==> src/rtl/beam_pkg.sv <==
// Shared types for the beam phase sequencer: FSM encoding, Q9.7 word, phase index width.
package beam_pkg;

  localparam int unsigned PHASE_IDX_W = 6;

  typedef logic [15:0] q9_7_t;

  typedef enum logic [2:0] {
    S_IDLE,
    S_ISSUE,
    S_DRAIN,
    S_DONE,
    S_FLUSH
  } seq_state_e;

endpackage

==> src/rtl/beam_phase_seq.sv <==
// Beam phase sequencer: accepts one beam command, streams element coordinates to the
// phase calculator one per cycle, collects returned phase indices in order into the
// result memory, and handles abort, drain timeout and in-flight result flushing.
module beam_phase_seq
  import beam_pkg::*;
#(
  parameter int unsigned N_ELEM      = 64,
  parameter int unsigned ADDR_W      = $clog2(N_ELEM),
  parameter int unsigned PC_LAT      = 32,
  parameter int unsigned TIMEOUT_CYC = PC_LAT + 8
) (
  input  logic                   clk,
  input  logic                   rst,
  input  logic                   cmd_valid,
  output logic                   cmd_ready,
  input  logic [15:0]            cmd_az_deg,
  input  logic [15:0]            cmd_el_deg,
  input  logic                   cmd_is_tx,
  input  logic [ADDR_W:0]        cmd_n_elem,
  input  logic                   abort,
  output logic                   coord_rd,
  output logic [ADDR_W-1:0]      coord_addr,
  input  logic [15:0]            coord_x,
  input  logic [15:0]            coord_y,
  output logic                   pc_start,
  output logic                   pc_is_tx,
  output logic [15:0]            pc_az,
  output logic [15:0]            pc_el,
  output logic [15:0]            pc_x,
  output logic [15:0]            pc_y,
  input  logic                   pc_valid,
  input  logic [PHASE_IDX_W-1:0] pc_phase_idx,
  output logic                   res_we,
  output logic [ADDR_W-1:0]      res_addr,
  output logic [PHASE_IDX_W-1:0] res_idx,
  output logic                   busy,
  output logic                   done,
  output logic                   err_timeout
);

  localparam int unsigned CNT_W   = ADDR_W + 1;
  localparam int unsigned GAP_W   = $clog2(TIMEOUT_CYC + 1);
  localparam int unsigned FLUSH_W = $clog2(PC_LAT + 3);

  localparam logic [CNT_W-1:0]   N_MAX     = CNT_W'(N_ELEM);
  localparam logic [GAP_W-1:0]   GAP_LIMIT = GAP_W'(TIMEOUT_CYC);
  localparam logic [FLUSH_W-1:0] FLUSH_END = FLUSH_W'(PC_LAT + 1);

  seq_state_e state, state_nx;

  logic [CNT_W-1:0]   n_lat;
  logic [CNT_W-1:0]   n_sat;
  logic [CNT_W-1:0]   issue_cnt;
  logic [CNT_W-1:0]   ret_cnt;
  logic [CNT_W-1:0]   outstanding;
  logic [GAP_W-1:0]   gap_cnt;
  logic [FLUSH_W-1:0] flush_cnt;
  logic               done_phase;

  logic               accept;
  logic               active;
  logic               abort_hit;
  logic               ret_ok;
  logic               last_ret;
  logic               issue_last;
  logic               gap_hit;
  logic               flush_last;

  q9_7_t              az_q;
  q9_7_t              el_q;

  assign n_sat      = (cmd_n_elem > N_MAX) ? N_MAX : cmd_n_elem;
  assign accept     = (state == S_IDLE) && cmd_valid;
  assign active     = (state == S_ISSUE) || (state == S_DRAIN);
  assign abort_hit  = active && abort;
  // A return is only taken while something is in flight and the beam has not been aborted;
  // an abort in the same cycle as a return therefore suppresses that return's write.
  assign ret_ok     = active && pc_valid && (outstanding != '0) && !abort;
  assign last_ret   = ret_ok && (state == S_DRAIN) && (ret_cnt == n_lat - CNT_W'(1));
  assign issue_last = (issue_cnt == n_lat - CNT_W'(1));
  assign gap_hit    = (state == S_DRAIN) && (gap_cnt == GAP_LIMIT);
  assign flush_last = (flush_cnt == FLUSH_END);

  assign pc_x  = coord_x;
  assign pc_y  = coord_y;
  assign pc_az = az_q;
  assign pc_el = el_q;

  // State register
  always_ff @(posedge clk or posedge rst) begin
    if (rst) state <= S_IDLE;
    else     state <= state_nx;
  end

  // Next-state selection; abort has priority over completion and timeout
  always_comb begin
    state_nx = state;
    case (state)
      S_IDLE: begin
        if (accept) state_nx = (n_sat == '0) ? S_DONE : S_ISSUE;
      end
      S_ISSUE: begin
        if (abort)           state_nx = S_FLUSH;
        else if (issue_last) state_nx = S_DRAIN;
      end
      S_DRAIN: begin
        if (abort)         state_nx = S_FLUSH;
        else if (last_ret) state_nx = S_DONE;
        else if (gap_hit)  state_nx = S_FLUSH;
      end
      S_DONE: begin
        if (done_phase) state_nx = S_IDLE;
      end
      S_FLUSH: begin
        if (flush_last) state_nx = S_IDLE;
      end
      default: state_nx = S_IDLE;
    endcase
  end

  // State-decoded outputs
  always_comb begin
    cmd_ready  = (state == S_IDLE);
    busy       = (state != S_IDLE);
    coord_rd   = (state == S_ISSUE);
    coord_addr = '0;
    done       = (state == S_DONE) && done_phase;
    if (state == S_ISSUE) coord_addr = issue_cnt[ADDR_W-1:0];
  end

  // Command fields held for the whole beam
  always_ff @(posedge clk or posedge rst) begin
    if (rst) begin
      az_q     <= '0;
      el_q     <= '0;
      pc_is_tx <= 1'b0;
      n_lat    <= '0;
    end else if (accept) begin
      az_q     <= cmd_az_deg;
      el_q     <= cmd_el_deg;
      pc_is_tx <= cmd_is_tx;
      n_lat    <= n_sat;
    end
  end

  // Issue side: table read index and the calculator start, one cycle behind the read
  always_ff @(posedge clk or posedge rst) begin
    if (rst) begin
      issue_cnt <= '0;
      pc_start  <= 1'b0;
    end else begin
      pc_start <= (state == S_ISSUE) && !abort;
      if (accept)                issue_cnt <= '0;
      else if (state == S_ISSUE) issue_cnt <= issue_cnt + CNT_W'(1);
    end
  end

  // Return side: in-flight count, in-order result writes
  always_ff @(posedge clk or posedge rst) begin
    if (rst) begin
      outstanding <= '0;
      ret_cnt     <= '0;
      res_we      <= 1'b0;
      res_addr    <= '0;
      res_idx     <= '0;
    end else begin
      res_we <= ret_ok;
      if (ret_ok) begin
        res_addr <= ret_cnt[ADDR_W-1:0];
        res_idx  <= pc_phase_idx;
      end
      if (accept)      ret_cnt <= '0;
      else if (ret_ok) ret_cnt <= ret_cnt + CNT_W'(1);
      if (active && !abort_hit) outstanding <= outstanding + CNT_W'(pc_start) - CNT_W'(ret_ok);
      else                      outstanding <= '0;
    end
  end

  // Drain watchdog: cycles since the last accepted return
  always_ff @(posedge clk or posedge rst) begin
    if (rst) begin
      gap_cnt     <= '0;
      err_timeout <= 1'b0;
    end else begin
      err_timeout <= gap_hit && !abort && !last_ret;
      if (state != S_DRAIN) gap_cnt <= '0;
      else if (ret_ok)      gap_cnt <= '0;
      else                  gap_cnt <= gap_cnt + GAP_W'(1);
    end
  end

  // Flush dwell and the two-cycle DONE sequence (done asserts in its second cycle)
  always_ff @(posedge clk or posedge rst) begin
    if (rst) begin
      flush_cnt  <= '0;
      done_phase <= 1'b0;
    end else begin
      done_phase <= (state == S_DONE) && !done_phase;
      if (state == S_FLUSH) flush_cnt <= flush_cnt + FLUSH_W'(1);
      else                  flush_cnt <= '0;
    end
  end

endmodule

==> config.mk <==
export PLATFORM = sky130hd
export DESIGN_NAME = beam_phase_seq
export DESIGN_NICKNAME = d
export VERILOG_FILES = /design/src/rtl/beam_pkg.sv /design/src/rtl/beam_phase_seq.sv
export SDC_FILE = /design/constraint.sdc
export NUM_CORES = 1
export LEC_CHECK = 0
export BUFFER_PORTS_ARGS = -buffer_cell sky130_fd_sc_hd__buf_2
export CORE_ASPECT_RATIO = 1.5
export CORE_MARGIN = 10
export CORE_UTILIZATION = 33
export DETAILED_ROUTE_END_ITERATION = 10
export SLEW_MARGIN = 25
export SYNTH_ARGS = -nofsm -noshare
export SYNTH_HDL_FRONTEND = slang
export SYNTH_SLANG_ARGS = --single-unit
==> constraint.sdc <==
create_clock -name clk -period 7.6 [get_ports clk]
set_input_delay 1.52 -clock clk [delete_from_list [all_inputs] [get_ports clk]]
set_output_delay 1.52 -clock clk [all_outputs]
set_load 0.005 [all_outputs]
# After elaboration in Yosys (flattened, before gate mapping)
# Index checks and enable logic that the tools add are counted.
dict set report op_classes {
  n_addsub 7
  magnitude_cmp 1
  n_eq_ne 14
  muxes 20
  reduce_logical 26
}
# cell n
set ops {}
lappend ops {{$mux 7} 6}
lappend ops {{$mux 3} 8}
lappend ops {{$mux 6} 4}
lappend ops {{$pmux 3 s5} 1}
lappend ops {{$add 7x1->7 const B} 2}
lappend ops {{$eq 7x7->1} 2}
lappend ops {{$logic_and 1x1->1} 14}
lappend ops {{$add 6x1->6 const B} 2}
lappend ops {{$eq 6x6->1 const B} 2}
lappend ops {{$add 7x1->7} 1}
lappend ops {{$gt 7x7->1 const B} 1}
lappend ops {{$logic_not 7->1} 1}
lappend ops {{$reduce_bool 7->1} 1}
lappend ops {{$sub 7x1->7} 1}
lappend ops {{$sub 7x1->7 const B} 1}
lappend ops {{$eq 3x2->1 const B} 2}
lappend ops {{$ne 3x2->1 const B} 2}
lappend ops {{$reduce_and 5->1} 1}
lappend ops {{$logic_not 1->1} 4}
lappend ops {{$ne 2x2->1 const B} 2}
lappend ops {{$ne 4x4->1 const B} 1}
lappend ops {{$reduce_bool 2->1} 2}
lappend ops {{$eq 3x1->1 const B} 1}
lappend ops {{$eq 3x3->1 const B} 1}
lappend ops {{5 further kinds} 5}
dict set report totals {
  reg_bits 92
  inputBits 83
  out_inout_bits 90
  word_cells 84
}

# Longest topological paths before layout
dict set report depth {
  ltp_word 10
  mapped_depth 17
  mapped_depth_nobuf 16
}

# Worst setup path after synthesis
# OpenSTA, ideal clock, no wires.
dict set report synth_timing {
  path_kind {input port to flip-flop}
  from {in abort}
  to {reg outstanding[6]}
  setup_time_ps 128
  arrival_ps 3915
  t_required_ps 7472
  setup_slack_ps 3557
  path_stages 15
  path_buffers 1
  cell_sequence {nor3_2 > nand3_2 > clkinv_2 > clkbuf_1 > ha_1 > inv_1 > ha_1 > inv_1 > fa_1 > nand2b_1 > a21oi_1 > o21ai_0 > a21oi_1 > or3_1 > a21oi_1}
}
dict set report synth_between {
  elab_chain_len 4
  elab_cells_between_ends 7
  classes_between {add/sub (1); mux (1); reduce/logical (5)}
}
# element line
set synth_lines {}
lappend synth_lines {{start: declaration} beam_phase_seq.sv:20} ;# input logic abort,
lappend synth_lines {{$logic_not 1->1} beam_phase_seq.sv:78} ;# assign ret_ok = active && pc_valid && (outstanding != '0) && !abort;
lappend synth_lines {{$logic_and 1x1->1} beam_phase_seq.sv:78}
lappend synth_lines {{net ret_ok} beam_phase_seq.sv:63} ;# logic ret_ok;
lappend synth_lines {{$sub 7x1->7} beam_phase_seq.sv:174} ;# if (active && !abort_hit) outstanding <= outstanding + CNT_W'(pc_start) - CNT_W'(ret_ok);
lappend synth_lines {{$mux 7} beam_phase_seq.sv:174}
lappend synth_lines {{end signal: assignment} beam_phase_seq.sv:174}
lappend synth_lines {{end: declaration} beam_phase_seq.sv:55} ;# logic [CNT_W-1:0] outstanding;
# The timed path passes the listed nets, and every way through them passes these cells.
# A chain may end at the register's enable or synchronous reset.

# Worst setup path after layout
dict set report layout_timing {
  from {in abort}
  to {reg outstanding[6]}
}
dict set report layout_between {
  elab_chain_len 4
  elab_cells_between_ends 7
  classes_between {add/sub (1); mux (1); reduce/logical (5)}
}
# element line
set layout_lines {}
lappend layout_lines {{$logic_not 1->1 / $logic_and 1x1->1 (equally long branches)} {beam_phase_seq.sv:78, beam_phase_seq.sv:75}}
lappend layout_lines {{$logic_and 1x1->1 / $logic_not 1->1 (equally long branches)} {beam_phase_seq.sv:78, beam_phase_seq.sv:174}}
lappend layout_lines {{$sub 7x1->7 / $logic_and 1x1->1 (equally long branches)} beam_phase_seq.sv:174}
lappend layout_lines {{$mux 7 *} beam_phase_seq.sv:174}
# Mark *: on every way between the ends. The rest lies on a longest branch, timed or not.

==> out/qor.yml <==
drt:
  drc_errors: 0
  highest_layer: "met4"
  wl_met2_mm: 5.231
  via_count: 3591
  vias_per_cell: 4.563
  antenna_left: 0
  drt-met1-wl_mm: 4.791
  wl_met3_um: 873
  finalWirelength_mm: 11.00
  drt_iter0_drc: 153
  wire_per_inst_um: 13.97
  first_pass_iters: 4
setup_path:
  required_ps: 7820
  reg2regPathDepth: 16
  r2r-start: "outstanding[4]$_DFF_PP0_"
  critPathSlowestCell: "fa_1"
  rrSetupSlack_ps: 4220
  critPathLaunchType: "primary input"
  cp_cell_sequence: "buf_2 -> nor3_2 -> nand3_2 -> clkinv_2 -> ha_1 -> inv_1 -> ha_1 -> inv_1 -> fa_1 -> nand2b_1 -> a21oi_1 -> o21ai_0 -> a21oi_1 -> or3_1 -> a21oi_1"
  rr_endpoint: "outstanding[6]$_DFF_PP0_"
  cpMostUsedCell: "a21oi_1"
  end_kind: "flop"
  cpPeakStageDelay_ps: 390
  crit_fanout: 18
  cp.arrival_ps: 4300
  path_class: "primary input to flop"
timing:
  finalCritPeriodShare_pct: 53.66
  finClkSkew_ps: 10.83
  max_clock_freq_ghz: 0.2452
  final.min_clock_period_ps: 4078
  drv_slew: 0
  setup_tns_ps: 0
  slew_headroom_pct: 53.00
  setup_viol: 0
  rsz0062_at_grt: "false"
  hold_violations: 0
  tightestPinTransition_ps: 704.9
pwr:
  clkPwrFrac_pct: 24.4
  seqPwrFrac_pct: 41.2
  comb_power_share_pct: 34.3
  powerDensity_nw_per_um2: 317.2
  internal_power_w: 0.001105
  p_leak_nw: 2.857
  switching_share_pct: 36.55
  vdd.ir_drop.worst_mv: 0.1706
  p_switching_w: 0.0006367
final_layout:
  fillCellCount: 1387
  nets: 690
  area_growth_pct: 16.98
  drive_gt1_share_pct: 23.36
  insertedDiodeCount: 0
  register_area_um2: 2302
  multiInputGateArea_um2: 2007
  fin_area_um2: 5492
cts:
  cts-root-buf: "clkbuf_16"
  hold_buffers: 0
  clockBufferDepth: 2
  cts_resized: 0
  cts_tree: "yes"
  cts_sinks: 92
  numCtsBuffers: 9
  clkSlewWorstSetupHoldPaths_ps: 70
  cts_setup_buffers: 0
  htree_num_levels: 3
  clkLatencyLatePin_ps: 340
logic_synthesis:
  mappedNetlistArea_um2: 4695
  yosysMostFrequentCell: "nand2_1"
  synth-edff-count: 0
  ys.warnings.count: 0
  synthFlopType: "dfrtp_1"
  synth_common_cells: "nand2_1, dfrtp_1, nor2_1, buf_4, inv_1"
  ys_async_sr_fraction_pct: 100.0
  synth_top_area_share_pct: 49.04
  yosysSeqAreaShare_pct: 49.04
  synth-seq-cells: 92
  yosysTopAreaCell: "dfrtp_1"
  synthCells: 516
  synth_nets: 616
  ys_types: 51
  syn_area_per_cell_um2: 9.098
  synth.area.top_cells: "dfrtp_1, nand2_1, buf_4"
global_route:
  gr-total-overflow: 0
  grt_max_degree: 78
  antenna_found_initial: 0
  grt_pass1_vias: 3781
  grt_usage_pct: 11.43
  grt_pass1_wl_mm: 18.81
floorplanning:
  die_y_um: 166.1
  coreArea_um2: 13990
  die_w_um: 117.4
  boundaryPins: 173
  start_util_pct: 33.55
  row_count: 53
  die-area_um2: 19500
job:
  max-cap-violations: 0
min_path:
  hold_depth: 2
  hold_start: "res_idx[2]$_DFFE_PP0P_"
  holdPathEnd: "res_idx[2]$_DFFE_PP0P_"
  min_path_type: "flop to flop"
placed_design:
  portBuffers: 108
  dp_hpwl_mm: 8.359
  dpl_cell_area_um2: 5205
  place_congestion: 0.7977
outcome:
  status: "completed"
## cell type report
class / count / share of cell area (%)
clock buffers: 9 / 4.101
clock inverters: 7 / 1.048
multi-input cells: 352 / 36.55
well taps: 192 / 4.375
repair buffers: 111 / 10.32
flip-flops and latches: 92 / 41.92
inverters: 24 / 1.686
## routing by layer
layer | vias up | track usage [%]
met5 | - | 0
met1 | 1683 | 14.09
met3 | 11 | 4.661
met2 | 126 | 17.76
met4 | 0 | 3.605
li1 | 1771 | -
## through the flow
| step | hold WS (ps) | total power [W] | cells | worst slack (ps) | utilization [%] |
|---|---|---|---|---|---|
| CTS | 474.4 | 0.001773 | 787 | 3496 | 39.22 |
| finish | 471.9 | 0.001742 | 787 | 3522 | 39.25 |
| global route | 499.9 | 0.001891 | 787 | 3223 | 39.25 |
| global placement | 454.1 | 0.001317 | 771 | 3245 | 37.18 |
| detailed placement | 456.8 | 0.001336 | 771 | 3141 | 37.20 |
| floorplan | 454.7 | 0.001116 | 516 | 3557 | - |
## power by group through the flow
stage               clock, W  combinational [W]  sequential, W
global placement           0           0.000595       0.000721
detailed placement         0           0.000613       0.000723
finish              0.000426           0.000598       0.000718
global route        0.000465           0.000687       0.000739
floorplan                  0           0.000403       0.000713
CTS                 0.000442           0.000612       0.000719
## cells in the final DEF (no fill, tap or decap), drive strengths merged, types with 3 or more instances in the layout
| master | instances |
|---|---|
| nor2 | 39 |
| clkinv | 3 |
| a31oi | 5 |
| buf | 111 |
| nor3 | 6 |
| and2 | 9 |
| xor2 | 16 |
| ha | 16 |
| nand3 | 11 |
| clkbuf | 9 |
| o21ai | 12 |
| nand2 | 160 |
| a21oi | 9 |
| or3 | 8 |
| nor3b | 4 |
| nand4 | 3 |
| xnor2 | 17 |
| inv | 26 |
| nand3b | 7 |
| dfrtp | 92 |
| nand2b | 3 |
## worst max path at each step
stage                      from                       end
after CTS                 abort  outstanding[6]$_DFF_PP0_
after global routing      abort  outstanding[6]$_DFF_PP0_
after detailed placement  abort  outstanding[6]$_DFF_PP0_
after global placement    abort  outstanding[6]$_DFF_PP0_
after floorplan           abort  outstanding[6]$_DFF_PP0_
final                     abort  outstanding[6]$_DFF_PP0_
## cell families after synthesis
kind of cell	share of synthesized area (%)
muxes	0.4531
AOI/OAI and AO/OA	5.064
DFF	49.04
and+or+nand+nor	25.21
buffers and inverters	8.422
adders and majority gates	4.691
xor gates and xnor gates	7.116
## state kept, by name (all words and copies together) (netlist names), 3 cells and up
signal	flops
flush_cnt	6
pc_az	16
issue_cnt	7
ret_cnt	7
n_lat	7
outstanding	7
gap_cnt	6
res_addr	6
state	3
res_idx	6
pc_el	16
## critical path: cells and delay by family
family	cells	cell delay [ps]
AO/OA/AOI/OAI	4	520
adder cells (fa/ha/maj)	3	820
buffers and inverters	4	560
AND/OR/NAND/NOR	4	850
Power figures use the tool's default switching activity.
